`src/rtl/vga_pkg.sv`:
```
// Shared VGA 640x480@60 timing, RGB332 colours and playfield geometry
// used by the sync generator and the playfield renderer.
package vga_pkg;

    localparam int CNT_W = 10;

    localparam int H_VISIBLE = 640;
    localparam int H_FRONT   = 16;
    localparam int H_SYNC    = 96;
    localparam int H_BACK    = 48;
    localparam int H_TOTAL   = H_VISIBLE + H_FRONT + H_SYNC + H_BACK;

    localparam int V_VISIBLE = 480;
    localparam int V_FRONT   = 10;
    localparam int V_SYNC    = 2;
    localparam int V_BACK    = 33;
    localparam int V_TOTAL   = V_VISIBLE + V_FRONT + V_SYNC + V_BACK;

    localparam int FIELD_COLS = 8;
    localparam int FIELD_ROWS = 20;
    localparam int FIELD_BITS = FIELD_COLS * FIELD_ROWS;

    localparam int FRAME_PX = 4;
    localparam int BAR_GAP  = 8;
    localparam int BAR_H    = 8;

    localparam logic [7:0] RGB_BLACK = 8'b000_000_00;
    localparam logic [7:0] RGB_FILL  = 8'b111_100_00;
    localparam logic [7:0] RGB_EDGE  = 8'b100_010_00;
    localparam logic [7:0] RGB_FRAME = 8'b011_011_11;

    typedef enum logic [2:0] {
        PIX_BLANK,
        PIX_FRAME,
        PIX_CELL,
        PIX_BAR,
        PIX_NONE
    } pix_class_e;

    typedef struct packed {
        logic       hsync;
        logic       vsync;
        logic [7:0] rgb;
    } vga_out_t;

endpackage

```
`src/rtl/vga_sync_gen.sv`:
```
// Pixel-tick divider plus horizontal/vertical counters with raw
// (unregistered) active-low syncs and the visible-area flag.
module vga_sync_gen
    import vga_pkg::*;
#(
    parameter int CLK_DIV = 2,
    parameter int H_VIS   = H_VISIBLE,
    parameter int H_FP    = H_FRONT,
    parameter int H_SW    = H_SYNC,
    parameter int H_BP    = H_BACK,
    parameter int V_VIS   = V_VISIBLE,
    parameter int V_FP    = V_FRONT,
    parameter int V_SW    = V_SYNC,
    parameter int V_BP    = V_BACK
) (
    input  logic             i_clk,
    input  logic             i_rst_n,
    output logic             o_tick,
    output logic [CNT_W-1:0] o_hcount,
    output logic [CNT_W-1:0] o_vcount,
    output logic             o_hsync_n,
    output logic             o_vsync_n,
    output logic             o_visible
);

    localparam int DIV_W = (CLK_DIV > 1) ? $clog2(CLK_DIV) : 1;
    localparam logic [DIV_W-1:0] DIV_LAST = DIV_W'(CLK_DIV - 1);

    localparam logic [CNT_W-1:0] H_LAST = CNT_W'(H_VIS + H_FP + H_SW + H_BP - 1);
    localparam logic [CNT_W-1:0] V_LAST = CNT_W'(V_VIS + V_FP + V_SW + V_BP - 1);
    localparam logic [CNT_W-1:0] H_END  = CNT_W'(H_VIS);
    localparam logic [CNT_W-1:0] V_END  = CNT_W'(V_VIS);
    localparam logic [CNT_W-1:0] HS_LO  = CNT_W'(H_VIS + H_FP);
    localparam logic [CNT_W-1:0] HS_HI  = CNT_W'(H_VIS + H_FP + H_SW);
    localparam logic [CNT_W-1:0] VS_LO  = CNT_W'(V_VIS + V_FP);
    localparam logic [CNT_W-1:0] VS_HI  = CNT_W'(V_VIS + V_FP + V_SW);

    logic [DIV_W-1:0] r_div;
    logic [CNT_W-1:0] r_h;
    logic [CNT_W-1:0] r_v;
    logic             w_tick;

    assign w_tick = (r_div == DIV_LAST);

    always_ff @(posedge i_clk or negedge i_rst_n) begin
        if (!i_rst_n) begin
            r_div <= '0;
            r_h   <= '0;
            r_v   <= '0;
        end else begin
            r_div <= w_tick ? '0 : r_div + 1'b1;
            if (w_tick) begin
                if (r_h == H_LAST) begin
                    r_h <= '0;
                    r_v <= (r_v == V_LAST) ? '0 : r_v + 1'b1;
                end else begin
                    r_h <= r_h + 1'b1;
                end
            end
        end
    end

    assign o_tick    = w_tick;
    assign o_hcount  = r_h;
    assign o_vcount  = r_v;
    assign o_hsync_n = !((r_h >= HS_LO) && (r_h < HS_HI));
    assign o_vsync_n = !((r_v >= VS_LO) && (r_v < VS_HI));
    assign o_visible = (r_h < H_END) && (r_v < V_END);

endmodule

```
`src/rtl/vga_playfield_renderer.sv`:
```
// Renders a once-per-frame snapshot of the 8x20 playfield and the low
// score byte onto VGA, with sync and colour registered on the pixel tick.
module vga_playfield_renderer
    import vga_pkg::*;
#(
    parameter int         CLK_DIV     = 2,
    parameter int         CELL_PX     = 16,
    parameter int         X_ORG       = 256,
    parameter int         Y_ORG       = 80,
    parameter logic [7:0] FILL_COLOR  = RGB_FILL,
    parameter logic [7:0] EDGE_COLOR  = RGB_EDGE,
    parameter logic [7:0] FRAME_COLOR = RGB_FRAME,
    parameter int         H_VIS       = H_VISIBLE,
    parameter int         H_FP        = H_FRONT,
    parameter int         H_SW        = H_SYNC,
    parameter int         H_BP        = H_BACK,
    parameter int         V_VIS       = V_VISIBLE,
    parameter int         V_FP        = V_FRONT,
    parameter int         V_SW        = V_SYNC,
    parameter int         V_BP        = V_BACK
) (
    input  logic                  Clk,
    input  logic                  Reset_n,
    input  logic [FIELD_BITS-1:0] blocks,
    input  logic [31:0]           score,
    output logic                  HSync,
    output logic                  VSync,
    output logic [2:0]            vgaRed,
    output logic [2:0]            vgaGreen,
    output logic [1:0]            vgaBlue,
    output logic                  frame_tick
);

    localparam int CELL_SH = $clog2(CELL_PX);
    localparam int FW      = FIELD_COLS * CELL_PX;
    localparam int FH      = FIELD_ROWS * CELL_PX;

    localparam logic [CNT_W-1:0] FX0  = CNT_W'(X_ORG);
    localparam logic [CNT_W-1:0] FX1  = CNT_W'(X_ORG + FW);
    localparam logic [CNT_W-1:0] FY0  = CNT_W'(Y_ORG);
    localparam logic [CNT_W-1:0] FY1  = CNT_W'(Y_ORG + FH);
    localparam logic [CNT_W-1:0] OX0  = CNT_W'((X_ORG >= FRAME_PX) ? X_ORG - FRAME_PX : 0);
    localparam logic [CNT_W-1:0] OX1  = CNT_W'(X_ORG + FW + FRAME_PX);
    localparam logic [CNT_W-1:0] OY0  = CNT_W'((Y_ORG >= FRAME_PX) ? Y_ORG - FRAME_PX : 0);
    localparam logic [CNT_W-1:0] OY1  = CNT_W'(Y_ORG + FH + FRAME_PX);
    localparam logic [CNT_W-1:0] BY0  = CNT_W'(Y_ORG + FH + BAR_GAP);
    localparam logic [CNT_W-1:0] BY1  = CNT_W'(Y_ORG + FH + BAR_GAP + BAR_H);
    localparam logic [CNT_W-1:0] MASK = CNT_W'(CELL_PX - 1);
    localparam logic [CNT_W-1:0] VSNP = CNT_W'(V_VIS);

    logic             w_tick;
    logic [CNT_W-1:0] w_h;
    logic [CNT_W-1:0] w_v;
    logic             w_hs_n;
    logic             w_vs_n;
    logic             w_visible;

    vga_sync_gen #(
        .CLK_DIV (CLK_DIV),
        .H_VIS   (H_VIS),
        .H_FP    (H_FP),
        .H_SW    (H_SW),
        .H_BP    (H_BP),
        .V_VIS   (V_VIS),
        .V_FP    (V_FP),
        .V_SW    (V_SW),
        .V_BP    (V_BP)
    ) u_sync (
        .i_clk     (Clk),
        .i_rst_n   (Reset_n),
        .o_tick    (w_tick),
        .o_hcount  (w_h),
        .o_vcount  (w_v),
        .o_hsync_n (w_hs_n),
        .o_vsync_n (w_vs_n),
        .o_visible (w_visible)
    );

    logic [FIELD_BITS-1:0] r_snap;
    logic [7:0]            r_snap_score;
    logic                  r_frame_tick;
    vga_out_t              r_out;

    logic             w_snap_evt;
    logic             w_in_field;
    logic             w_in_outer;
    logic             w_in_bar;
    logic [CNT_W-1:0] w_dx;
    logic [CNT_W-1:0] w_dy;
    logic [CNT_W-1:0] w_ox;
    logic [CNT_W-1:0] w_oy;
    logic [2:0]       w_col;
    logic [4:0]       w_srow;
    logic [4:0]       w_rrow;
    logic [7:0]       w_idx;
    logic             w_cell_edge;
    pix_class_e       w_class;
    logic [7:0]       w_rgb;
    logic             w_unused;

    assign w_unused   = ^score[31:8];
    assign w_snap_evt = w_tick && (w_h == '0) && (w_v == VSNP);

    assign w_in_field = (w_h >= FX0) && (w_h < FX1) && (w_v >= FY0) && (w_v < FY1);
    assign w_in_outer = (w_h >= OX0) && (w_h < OX1) && (w_v >= OY0) && (w_v < OY1);
    assign w_in_bar   = (w_h >= FX0) && (w_h < FX1) && (w_v >= BY0) && (w_v < BY1);

    // Differences wrap outside the field; they only select bits under the range flags.
    assign w_dx        = w_h - FX0;
    assign w_dy        = w_v - FY0;
    assign w_col       = 3'(w_dx >> CELL_SH);
    assign w_srow      = 5'(w_dy >> CELL_SH);
    assign w_rrow      = 5'(FIELD_ROWS - 1) - w_srow;
    assign w_idx       = {w_rrow, w_col};
    assign w_ox        = w_dx & MASK;
    assign w_oy        = w_dy & MASK;
    assign w_cell_edge = (w_ox == '0) || (w_ox == MASK) || (w_oy == '0) || (w_oy == MASK);

    always_comb begin
        w_class = PIX_NONE;
        if (!w_visible) begin
            w_class = PIX_BLANK;
        end else if (w_in_outer && !w_in_field) begin
            w_class = PIX_FRAME;
        end else if (w_in_field) begin
            w_class = PIX_CELL;
        end else if (w_in_bar) begin
            w_class = PIX_BAR;
        end
    end

    // Score bar slots run MSB on the left, so slot k shows bit 7-k (= ~k).
    always_comb begin
        w_rgb = RGB_BLACK;
        unique case (w_class)
            PIX_FRAME: w_rgb = FRAME_COLOR;
            PIX_CELL: begin
                if (r_snap[w_idx]) begin
                    w_rgb = w_cell_edge ? EDGE_COLOR : FILL_COLOR;
                end
            end
            PIX_BAR: begin
                if (r_snap_score[~w_col]) begin
                    w_rgb = FILL_COLOR;
                end
            end
            default: w_rgb = RGB_BLACK;
        endcase
    end

    always_ff @(posedge Clk or negedge Reset_n) begin
        if (!Reset_n) begin
            r_snap       <= '0;
            r_snap_score <= '0;
            r_frame_tick <= 1'b0;
            r_out        <= '{hsync: 1'b1, vsync: 1'b1, rgb: RGB_BLACK};
        end else begin
            r_frame_tick <= w_snap_evt;
            if (w_snap_evt) begin
                r_snap       <= blocks;
                r_snap_score <= score[7:0];
            end
            if (w_tick) begin
                r_out <= '{hsync: w_hs_n, vsync: w_vs_n, rgb: w_rgb};
            end
        end
    end

    assign HSync      = r_out.hsync;
    assign VSync      = r_out.vsync;
    assign vgaRed     = r_out.rgb[7:5];
    assign vgaGreen   = r_out.rgb[4:2];
    assign vgaBlue    = r_out.rgb[1:0];
    assign frame_tick = r_frame_tick;

endmodule

```
`config.mk`:
```
export PLATFORM = sky130hd
export DESIGN_NAME = vga_playfield_renderer
export DESIGN_NICKNAME = d
export VERILOG_FILES = /design/src/rtl/vga_pkg.sv /design/src/rtl/vga_sync_gen.sv /design/src/rtl/vga_playfield_renderer.sv
export SDC_FILE = /design/constraint.sdc
export NUM_CORES = 1
export LEC_CHECK = 0
export CELL_PAD_IN_SITES_DETAIL_PLACEMENT = 1
export CELL_PAD_IN_SITES_GLOBAL_PLACEMENT = 2
export CORE_MARGIN = 2
export CORE_UTILIZATION = 37
export CTS_CLUSTER_DIAMETER = 60
export DETAILED_ROUTE_END_ITERATION = 6
export GPL_TIMING_DRIVEN = 0
export PLACE_DENSITY = 0.85
export SYNTH_ARGS = -nofsm -noshare
export SYNTH_HDL_FRONTEND = slang
export SYNTH_SLANG_ARGS = --single-unit
```
`constraint.sdc`:
```
create_clock -name Clk -period 8.69 [get_ports Clk]
set_input_delay 2.607 -clock Clk [delete_from_list [all_inputs] [get_ports Clk]]
set_output_delay 2.607 -clock Clk [all_outputs]
set_load 0.01 [all_outputs]
```
* Yosys cells after proc, flatten, opt, wreduce, memory -nomap -nowiden *
Cells that the tools add are included.

cells by class
  add/subtract/negate cells = 6
  $lt $le $gt $ge = 18
  equality and inequality tests = 8
  mux-type cells = 15
  bitwise logic cells = 1
  reductions and logical operators = 24

operators by type and width
  cell                                                                 count
  less-than comparator 10 x 9 -> 1 bit (second input constant)         7
  greater-or-equal comparator 10 x 9 -> 1 bit (second input constant)  3
  logical NOT 10 bit                                                   3
  one-hot mux 8 bit (3 select lines)                                   1
  adder 10 x 1 -> 10 bit (second input constant)                       2
  equality test 10 bit (second input constant)                         2
  greater-or-equal comparator 10 x 7 -> 1 bit (second input constant)  2
  less-than comparator 10 bit (second input constant)                  2
  two-way mux 10 bit                                                   2
  two-way mux 8 bit                                                    2
  logical AND 1 bit                                                    14
  two-way mux 3 bit                                                    4
  equality test 10 x 9 -> 1 bit (second input constant)                1
  greater-or-equal comparator 10 bit (second input constant)           1
  greater-or-equal comparator 10 x 8 -> 1 bit (second input constant)  1
  less-than comparator 8 x 9 -> 1 bit (second input constant)          1
  subtractor 9 x 7 -> 9 bit (second input constant)                    1
  binary-select mux 1 bit (select 8 bit)                               1
  equality test 4 bit (second input constant)                          2
  two-way mux 7 bit                                                    1
  subtractor 7 x 1 -> 7 bit (second input constant)                    1
  equality test 3 x 2 -> 1 bit (second input constant)                 2
  subtractor 5 bit (first input constant)                              1
  less-than comparator 3 x 4 -> 1 bit (second input constant)          1
  other kinds (8)                                                      14

storage, ports and cells
  flip-flop bits (word level) = 200
  input port bits = 194
  word-level logic and storage cells = 81

* Depth between registers and ports, before layout *
Gate-level depths: netlist of the first run.

  depth after elaboration = 10
  depth in mapped cells = 12
  gate-level depth less buffers = 11

* Cells and area by module *
Synthesis of the first run repeated with hierarchy kept, for this count alone.

second synthesis, totals
  cells, all modules = 684
  area, all modules = 9655.5 µm²

modules (own cells, without submodules)
  module                  instances  cells an instance  area an instance (µm²)
  vga_playfield_renderer  1          570                8481.9
  vga_sync_gen            1          114                1173.6

* Worst setup path after synthesis of the first run *
Ideal clock, no wire load.

  path kind = flip-flop to output port
  start = reg vgaGreen[0] (netlist name)
  end = out vgaBlue[1]
  arrival = 0.566 ns
  required time = 6.083 ns
  slack = 5.517 ns
  cell stages (with the launch flop) = 2
  buffers on the path = 1
  cell sequence = dfrtp_1 > buf_4

RTL lines
  what              line                          RTL
  end: declaration  vga_playfield_renderer.sv:30  output logic [1:0] vgaBlue,

* Worst setup path after layout of the first run *
  start = reg u_sync.r_v[4], in the netlist u_sync.o_vcount[4]
  end = reg r_out (netlist bit vgaGreen[2])

between the ends
  longest elaborated chain between the ends = 9
  elaborated cells between the ends (all ways) = 29
  classes of those cells = add/sub (2); order compare (7); eq/ne (3); mux (8); reduce/logical (9)

ends and longest elaborated chain
  what                                                                               line                           RTL
  start: declaration                                                                 vga_sync_gen.sv:40             logic [CNT_W-1:0] r_v;
  start signal: assignment                                                           vga_sync_gen.sv:55             r_v <= (r_v == V_LAST) ? '0 : r_v + 1'b1;
  parallel branches: the longest is 8 deep, another holds subtractor 9 x 7 -> 9 bit  n/a
  one-hot mux 8 bit (3 select lines) *                                               vga_playfield_renderer.sv:135  unique case (w_class)
  end signal: assignment                                                             vga_playfield_renderer.sv:156  r_out <= '{hsync: 1'b1, vsync: 1'b1, rgb: RGB_BLACK};
  end signal: assignment                                                             vga_playfield_renderer.sv:164  r_out <= '{hsync: w_hs_n, vsync: w_vs_n, rgb: w_rgb};
  end: declaration                                                                   vga_playfield_renderer.sv:82   vga_out_t r_out;

Every way passes the cells marked *. The select of a mux whose other input is x is not followed.
A chain may end at the register's enable or synchronous reset.

==> metrics.md, run 1 <==
| Metric | Value |
|---|---|
| Status | `complete, no violations` |
| EDFF count, synth | `0` |
| GRT Total Usage | `0.208` |
| Worst slew pin tran | `~1.3 ns` |
| Antenna violations before repair | `2` |
| Hold Path Class | `flip-flop to flip-flop` |
| Final core utilization | `0.491` |
| Clock skew | `0.0164 ns` |
| Synth Cell Area | `9490 um2` |
| Reg clk slew, reported paths | `0.08 ns` |
| Cells taking the most area after synthesis | `dfrtp_1 (51%), mux2_2 (20%), mux4_2 (8.3%), mux2i_1 (2.3%), buf_4 (1.3%)` |
| Yosys top cell by area | `dfrtp_1` |
| Total power draw | `about 0.0018 W` |
| Setup WS pre-CTS | `~4.5 ns` |
| Setup TNS | `0 ns` |
| Final Setup Violations | `0` |
| Post-CTS Hold Buffers | `0` |
| Leak | `5.71 nW` |
| DRC | `0` |
| Register Area | `a little under 5000 um2` |
| DR WL/cell | `about 22 um` |
| Core area | `approximately 25000 um2` |
| Setup crit start kind | `flip-flop` |
| CP startpoint | `u_sync.o_vcount[4]` |
| Layout fillers | `approximately 2500` |
| Max-slew headroom | `0.138` |
| Final HPWL DP | `between 15000 and 20000 um` |
| Pwr Density | `about 150 nW/um2` |
| Vias per cell | `approximately 5.3` |
| Cts bufs inserted | `17` |
| Die Wd | `164 um` |
| Yosys warns | `0` |
| FF-to-FF Start | `u_sync.o_vcount[4]` |
| First-pass GRT wire length | `approximately 42000 um` |
| FFs w/ async S/R, synth | `1.00` |
| # Max-Cap Violations | `0` |
| H-tree depth | `4` |
| Worst setup margin | `between 4 and 5 ns` |
| Fin. max-slew vios | `0` |
| Seq cells post-synth | `just under 200` |
| Worst Setup End Kind | `flip-flop` |
| Critical path arrival | `4.56 ns` |
| I/O Pins | `roughly 200` |
| Yosys top cell area share | `0.514` |
| CP required | `8.99 ns` |
| Final hold violations | `0` |
| Maximum VDD drop | `roughly 0.1 mV` |
| Most common cell after layout, fill and taps aside | `dfrtp_1` |
| Syn_nets | `approximately 890` |
| DRT Pass-1 Iters | `4` |
| Total gr overflow | `0` |
| Vias | `~6500` |
| Synth cell types | `56` |
| CTS tree | `yes` |
| Vias in the first global route | `between 7000 and 8000` |
| CTS Root Cell | `clkbuf_16` |
| Area delta synth->final | `30.2%` |
| DRT iter0 DRCs | `~390` |
| Synth Flop Type | `dfrtp_1` |
| Clock sink count | `roughly 200` |
| Initial Util | `0.377` |
| Fmax | `0.234 GHz` |
| Nets | `1092` |
| Max FO, Critical Path | `10` |
| Setup bufs post-CTS | `0` |
| Period minus WS final | `approximately 4.3 ns` |
| Gpl congestion | `0.795` |
| Setup repair after global routing missed its margin | `false` |
| Worst skew pair latency | `approximately 0.44 ns` |
| Post-CTS sizing | `0` |
| Cells after Synth | `just under 700` |
| Period utilization | `0.491` |
| Die H | `between 150 and 200 um` |
| Layout cells sized above 1 | `0.302` |
| Syn_area_per_cell | `between 10 and 15 um2` |
| Antenna Nets Post-Route | `0` |
| Die area | `26900 um2` |
| Setup CP Type | `flip-flop to flip-flop` |
| Final WL | `26600 um` |
| Row count | `58` |
| Part of the Yosys area used for sequential elements | `0.520` |
| Min-Delay Startpoint | `r_snap[95]` |
| Maximum root-to-sink buffer count | `2` |
| Largest net degree at the start of global routing | `around 120` |
| Hold WS | `just under 0.5 ns` |
| I/O Buffers | `180` |
| Most frequent cells in the layout | `dfrtp_1 (195), clkdlybuf4s50_1 (179), mux2_2 (166), mux4_2 (35), nand2_1 (26)` |
| Multi-input logic area | `4230 um2` |
==> cell type report <==
class | count | area share
Multi-Input combinational cell | 430 | 0.342
Clock buffer | 18 | 0.0347
Clock inverter | 14 | 0.0151
Antenna cell | 1 | 0.000203
Tap cell | 330 | 0.0334
Sequential cell | 197 | 0.399
Timing Repair Buffer | 181 | 0.149
Buffer | 48 | 0.0223
Inverter | 13 | 0.00395
==> where the power goes <==
group,internal (W),switching [W],leakage [nW],total [W]
logic,0.0000681,0.0000329,2.68,0.000101
registers,0.000916,0,2.73,0.000916
clock network,0.000440,0.000389,0.296,0.000829
==> cells in the mapped netlist (all sizes together), types with 3 or more instances <==
| cell type | instances |
|---|---|
| xor2 | 5 |
| a21oi | 7 |
| nor3b | 3 |
| clkinv | 3 |
| nand4 | 10 |
| nand2b | 3 |
| nor2 | 22 |
| clkbuf | 15 |
| mux2 | 175 |
| dfrtp | 195 |
| buf | 33 |
| inv | 10 |
| a31oi | 6 |
| nor3 | 6 |
| mux4 | 35 |
| nor4 | 4 |
| a311oi | 3 |
| nor2b | 4 |
| nand3 | 7 |
| or3 | 3 |
| and3 | 4 |
| o31ai | 5 |
| xnor2 | 7 |
| mux2i | 22 |
| ha | 10 |
| a211oi | 5 |
| nand2 | 26 |
| o21ai | 24 |
| a22oi | 5 |
==> worst max-delay path: stages, from the launching register on <==
cell and delay, ns:
dfrtp_1 0.39, clkbuf_1 0.36, clkinv_1 0.43, ha_1 0.59, buf_1 0.55, clkbuf_1 0.57, nand3b_1 0.19, o32ai_1 0.10
a41oi_1 0.18, nand4_1 0.17, a211oi_2 0.44, o31ai_1 0.14
==> worst paths after layout <==
| check | cells past startpoint | slack (ns) | endpoint |
|---|---|---|---|
| worst min register to register | 1 | 0.49 | r_snap[95] |
| worst max-delay path | 11 | 4.42 | vgaGreen[2] |
| worst min-delay path | 1 | 0.49 | r_snap[95] |
| min in group asynchronous | 1 | 2.17 | r_snap[144] |
| worst max register to register | 11 | 4.42 | vgaGreen[2] |
| max in group asynchronous | 2 | 5.50 | r_snap[19] |
==> per-layer routing <==
layer | GRT usage | vias up | wire, um
li1 | - | 2954 | -
met1 | 0.262 | 3390 | 11100
met2 | 0.355 | 154 | 13700
met3 | 0.0598 | 22 | 1500
met4 | 0.0459 | 2 | 263
met5 | 0 | - | 13
==> registers in the layout, indices dropped and copies added (netlist names) <==
name,count
HSync,1
VSync,1
frame_tick,1
r_snap,160
r_snap_score,8
u_sync.o_hcount,10
u_sync.o_tick,1
u_sync.o_vcount,10
vgaGreen,3
vgaRed,2
==> metrics by stage <==
step,cell area [um2],cells
2_1_floorplan,9490,688
3_3_place_gp,11700,1198
3_5_place_dp,11700,1199
4_1_cts,12300,1231
5_1_grt,12300,1231
6_report,12400,1232
==> cell families after synthesis <==
kind of cell / synth area share
simple gates: 0.0588
fa+ha+maj: 0.0132
flops: 0.520
buf+inv: 0.0342
compound gates: 0.0488
mux: 0.314
xor+xnor: 0.0111
Note: power is estimated with default switching activity, not from simulation.
==> inputs of run 2 (changes only) <==
- CORE_UTILIZATION: 37 -> 35
- PLACE_DENSITY: 0.85 -> 0.81
- clock period: 8.69 -> 4.1 ns (I/O delays scaled with it)
==> run 2 against run 1 <==
Worst hold slack improved by 0.0023 ns. Cell count is 1.2% higher. Critical endpoint is now vgaRed[1]. Largest power group unchanged. Non-clock buffer count rose by 3. Largest cell class unchanged. Highest routed layer unchanged.
==> metrics.md, run 2 (synthesis gave the netlist of run 1 again) <==
| Metric | Value |
|---|---|
| Die area | `28400 um2 (+5.6%)` |
| Fmax | `0.269 GHz (+15%)` |
| GRT Total Usage | `0.193 (-0.0144)` |
| Reg2reg end | `vgaRed[1]` |
| Cell mode on critical path | `clkbuf_1` |
| Worst slew pin tran | `0.790 ns (-0.491 ns)` |
| Most frequent cells in the layout | `dfrtp_1 (195), clkdlybuf4s50_1 (179), mux2_2 (166), mux4_2 (35), nand2_1 (26)` |
| Largest net degree at the start of global routing | `119 (+3.5%)` |
| Pwr Density | `314 nW/um2 (+110%)` |
| Hold WS | `0.493 ns (+0.00231 ns)` |
| Final core utilization | `0.463 (-0.0280)` |
| Post-DP Area | `11700 um2 (+0.12%)` |
| Layout cells sized above 1 | `0.311 (+0.00895)` |
| Min-Delay Startpoint | `r_snap[94]` |
| Antenna violations before repair | `4 (+2)` |
| Total gr overflow | `0 (unchanged)` |
| Layout fillers | `2701 (+6.3%)` |
| Reg2Reg Depth | `11 (unchanged)` |
| H-tree depth | `4 (unchanged)` |
| Max reg flops | `160 (unchanged)` |
| Period minus WS final | `3.72 ns (-0.547 ns)` |
| CP delay by family, top | `buffers and inverters` |
| Period utilization | `0.907 (+0.416)` |
| CP Cell Sequence | `clkbuf_2 -> clkbuf_1 -> o21ai_0 -> xnor2_1 -> ha_1 -> clkbuf_1 -> nor4_1 -> a22oi_1 -> nand4_1 -> a211oi_2 -> o31ai_1` |
| Setup CP Type | `flip-flop to flip-flop` |
| Area delta synth->final | `30.7%` |
| Clock sink count | `197 (unchanged)` |
| Vias | `6469 (-0.81%)` |
| Setup repair after global routing missed its margin | `false` |
| Final WL | `26400 um (-0.67%)` |
| Largest Register | `r_snap` |
| First-pass GRT wire length | `41500 um (-0.58%)` |
| Worst skew pair latency | `0.44 ns (about the same)` |
| CP required | `4.40 ns (-4.59 ns)` |
| Clock skew | `0.0146 ns (-0.00186 ns)` |
| Critical path arrival | `4.02 ns (-0.54 ns)` |
| FF-to-FF Start | `u_sync.o_vcount[4]` |
| I/O Buffers | `180 (unchanged)` |
| Die H | `169 um (+2.7%)` |
| CTS Root Cell | `clkbuf_16` |
| Setup TNS | `0 ns (unchanged)` |
| Worst Hold End | `r_snap[94]` |
| Most common cell after layout, fill and taps aside | `dfrtp_1` |
| CP bufs+invs | `3 (-1)` |
| Final HPWL DP | `19600 um (-0.25%)` |
| Maximum VDD drop | `0.190 mV (+91%)` |
| Post-CTS Hold Buffers | `0 (unchanged)` |
| Max FO, Critical Path | `10 (unchanged)` |
| DR WL/cell | `21.2 um (-1.9%)` |
| CTS tree | `yes` |
| Setup crit start kind | `flip-flop` |
| Reg clk slew, reported paths | `0.08 ns (about the same)` |
| Gpl congestion | `0.760 (-4.4%)` |
| Cts bufs inserted | `17 (unchanged)` |
| Initial Util | `0.354 (-0.0228)` |
| Max-slew headroom | `0.469 (+0.331)` |
| Nets | `1095 (+0.27%)` |
| Row count | `60 (+3.4%)` |
| Leak | `5.73 nW (+0.33%)` |
| DRT iter0 DRCs | `325 (-17%)` |
| Worst Setup End Kind | `flip-flop` |
| DRC | `0 (unchanged)` |
| Fin. max-slew vios | `0 (unchanged)` |
| # Max-Cap Violations | `0 (unchanged)` |
| I/O Pins | `205 (unchanged)` |
| Design area | `12400 um2 (+0.37%)` |
| Vias in the first global route | `7092 (-3.1%)` |
| Final Setup Violations | `0 (unchanged)` |
| Status | `complete, no violations` |
| Final hold violations | `0 (unchanged)` |
| Reg2reg setup slack | `0.38 ns (-4.04 ns)` |
| Hold Path Class | `flip-flop to flip-flop` |
| CP max-delay cell | `clkbuf_1` |
| Crit-path max cell delay | `0.49 ns (-0.10 ns)` |
| DRT Pass-1 Iters | `5 (+1)` |
| Vias per cell | `5.19 (-2.0%)` |
| Antenna Nets Post-Route | `0 (unchanged)` |
| Maximum root-to-sink buffer count | `2 (unchanged)` |
| Hold-critical path depth | `1 (unchanged)` |
| Die Wd | `169 um (+2.7%)` |
| Core area | `26800 um2 (+6.4%)` |
## run 2: changes by cell type in the layout (fill, tap and decap cells not counted), sizes merged
cell	previous run	this run
inv	16	17
bufinv	2	1
clkbuf	33	32
clkinvlp	2	3
buf	35	38
diode	1	2
## run 2: layout make-up
cell class / instances / area [um2] / share of cell area
flip-flops and latches: 197 / 4930 / 0.398
multi-input cells: 430 / 4240 / 0.342
repair buffers: 184 / 1860 / 0.150
well taps: 341 / 427 / 0.0344
clock buffers: 17 / 425 / 0.0343
plain buffers: 48 / 279 / 0.0225
clock inverters: 15 / 183 / 0.0147
inverters: 13 / 52.6 / 0.00424
diodes: 2 / 5.00 / 0.000404
## run 2: power breakdown
part	internal [W]	leakage (nW)	total, W	switching [W]
Sequential	0.00194	2.73	0.00194	0
Combinational	0.000144	2.71	0.000213	0.0000692
Clock	0.000879	0.291	0.00173	0.000854
Total	0.00296	5.73	0.00389	0.000923
## run 2: worst register-to-register path, cell delays in order, from the launching register on
cell and delay [ns]:
dfrtp_1 0.39, clkbuf_2 0.26, clkbuf_1 0.50, o21ai_0 0.23
xnor2_1 0.17, ha_1 0.33, clkbuf_1 0.40, nor4_1 0.16
a22oi_1 0.28, nand4_1 0.23, a211oi_2 0.48, o31ai_1 0.16
## run 2: how the worst max path moves through the flow
stage                        from          end  slack, ns  cells after the start
5_1_grt        u_sync.o_vcount[4]    vgaRed[1]       0.11                     11
4_1_cts        u_sync.o_vcount[4]    vgaRed[1]       0.12                     11
3_3_place_gp              Reset_n   r_snap[94]      -6.80                      1
2_1_floorplan  u_sync.o_vcount[4]  vgaGreen[2]       1.11                      9
6_report       u_sync.o_vcount[4]    vgaRed[1]       0.38                     11
3_5_place_dp   u_sync.o_vcount[4]    vgaRed[1]      -0.21                     11
## run 2: per-layer routing
metal / vias to the layer above / part of all wire / GRT usage
met4: 2 / 0.0091 / 0.0390
met5: - / 0.00049 / 0
li1: 2954 / - / -
met1: 3351 / 0.43 / 0.248
met3: 18 / 0.055 / 0.0512
met2: 144 / 0.51 / 0.332
## run 2: metrics by stage
stage               instances  power (W)  worst slack [ns]
floorplan                 688    0.00198              1.11
finish                   1247    0.00389             0.380
global placement         1209    0.00220             -6.80
detailed placement       1210    0.00220            -0.207
global route             1245    0.00401             0.110
CTS                      1242    0.00393             0.124
## run 2: what timing repair did
action	in CTS	in global routing
endpoints found under the hold margin	0	0
endpoints found under the setup margin	4	4
buffers inserted	0	3
cloned	0	0
gates resized for setup	2	3
==> edit (settings of run 2) <==
The output `frame_tick` loses its register stage (`r_frame_tick` becomes a continuous assignment).
--- a/src/rtl/vga_playfield_renderer.sv
+++ b/src/rtl/vga_playfield_renderer.sv
@@ -153,8 +153,6 @@
             r_snap       <= '0;
             r_snap_score <= '0;
-            r_frame_tick <= 1'b0;
             r_out        <= '{hsync: 1'b1, vsync: 1'b1, rgb: RGB_BLACK};
         end else begin
-            r_frame_tick <= w_snap_evt;
             if (w_snap_evt) begin
                 r_snap       <= blocks;
@@ -167,4 +165,6 @@
     end
 
+    assign r_frame_tick = w_snap_evt;
+
     assign HSync      = r_out.hsync;
     assign VSync      = r_out.vsync;
Check against the original RTL: no difference found for any inputs over 10 cycles, from zero or initial values and one cycle with Reset_n low; that may be too few to reach the edited logic, so the function may still have changed.
==> edit against run 2 <==
Core utilization fell by 0.21 points; die area down 0.26%; power decreased by 2.1%; non-clock buffer count shrank 4; worst hold slack got worse by 0.0051 ns; wire length is 1.1% lower; setup slack got worse by 0.20 ns; critical path type is now flop to primary output; synthesized area down 0.26%; design area down 0.74%; count of clock-buffer cells in the layout rose by 1; largest cell class unchanged; register-to-register slack improved by 0.19 ns; sequential cell count is 1 lower; sequential share of layout area increased by 0.092 points.
==> edit: results (changes against run 2) <==
yosys:
  synthXorXnorAreaFrac: 0.0111  # about the same
  synth_adder_area_share: 0.0132  # about the same
  synth-seq-area-share: 0.519  # was 0.520
  synth_nets: 891  # was 892
  synth_seq_cells: 196  # was 197
  netlist_instances: 687  # was 688
  ys_top_cells_by_area: "dfrtp_1 51%, mux2_2 20%, mux4_2 8.3%, mux2i_1 2.3%, buf_4 1.3%"  # unchanged
cells_and_area:
  multi_input_area_share: 0.344  # was 0.342
  bufAreaShareNonClock: 0.171  # was 0.172
  final_cells: 1240  # was 1247
  n_antenna_cell: 1  # was 2
  finalNetCount: 1090  # was 1095
critical_path:
  rrSetupSlack_ns: 0.57  # was 0.38 ns
  slowest_stage: "clkdlybuf4s50_1"  # was clkbuf_1
  reg2regPathDepth: 12  # was 11
  critPathLaunch: "u_sync.o_hcount[4]"  # was u_sync.o_vcount[4]
  cpPeakStageDelay_ns: 0.58  # was 0.49 ns
hold_path:
  worstHoldStart: "r_snap[102]"  # was r_snap[94]
  hold_path_end: "r_snap[102]"  # was r_snap[94]
timing:
  tightest_slew_ns: 1.19  # was 0.790 ns
  fin_skew_ns: 0.0122  # was 0.0146 ns
routing:
  wl_per_cell_um: 21.1  # was 21.2 um
  wl_met2_um: 13400  # about the same
  drt_iter0_markers: 282  # was 325
  vias: 6439  # was 6469
global_routing:
  use_met3: 0.0508  # was 0.0512
  grt.met2_usage: 0.330  # was 0.332
  grt_start_max_net_pins: 109  # was 119
run_status:
  status: "completed"  # unchanged
floorplanning:
  die-area_um2: 28400  # about the same
pwr:
  ir_drop_uv: 196  # was 190 uV
  powerClk_mw: 1.66  # was 1.73 mW
  power.net_switching_mw: 0.854  # was 0.923 mW
placement:
  dp_cells: 1209  # was 1210
==> edit: per-stage QoR <==
step / utilization / TNS, ns / worst slack (ns) / hold slack, ns
after CTS: 0.460 / 0 / 0.0564 / 0.494
after detailed placement: 0.439 / -0.902 / -0.232 / 0.474
after global routing: 0.460 / 0 / 0.0697 / 0.514
final: 0.460 / 0 / 0.184 / 0.487
after global placement: 0.437 / -1316.91 / -6.76 / 0.463
after floorplan: - / 0 / 1.11 / 0.452
==> edit: logic make-up after synthesis <==
kind of cell,count (synthesis)
compound gates,70
xor+xnor,12
fa+ha+maj,10
buf+inv,61
flops,196
mux,232
simple gates,106
==> edit: what timing repair did <==
| action | in CTS | in global routing |
|---|---|---|
| gates cloned | 0 | 0 |
| gates resized for setup | 0 | 4 |
| setup buffers | 0 | 0 |
| endpoints found under the setup margin | 4 | 4 |
==> edit: worst max-delay path, delay by kind of cell (launching register included) <==
family        cells  cell delay, ns
buf+inv           3            0.97
flops             1            0.37
simple gates      3            0.93
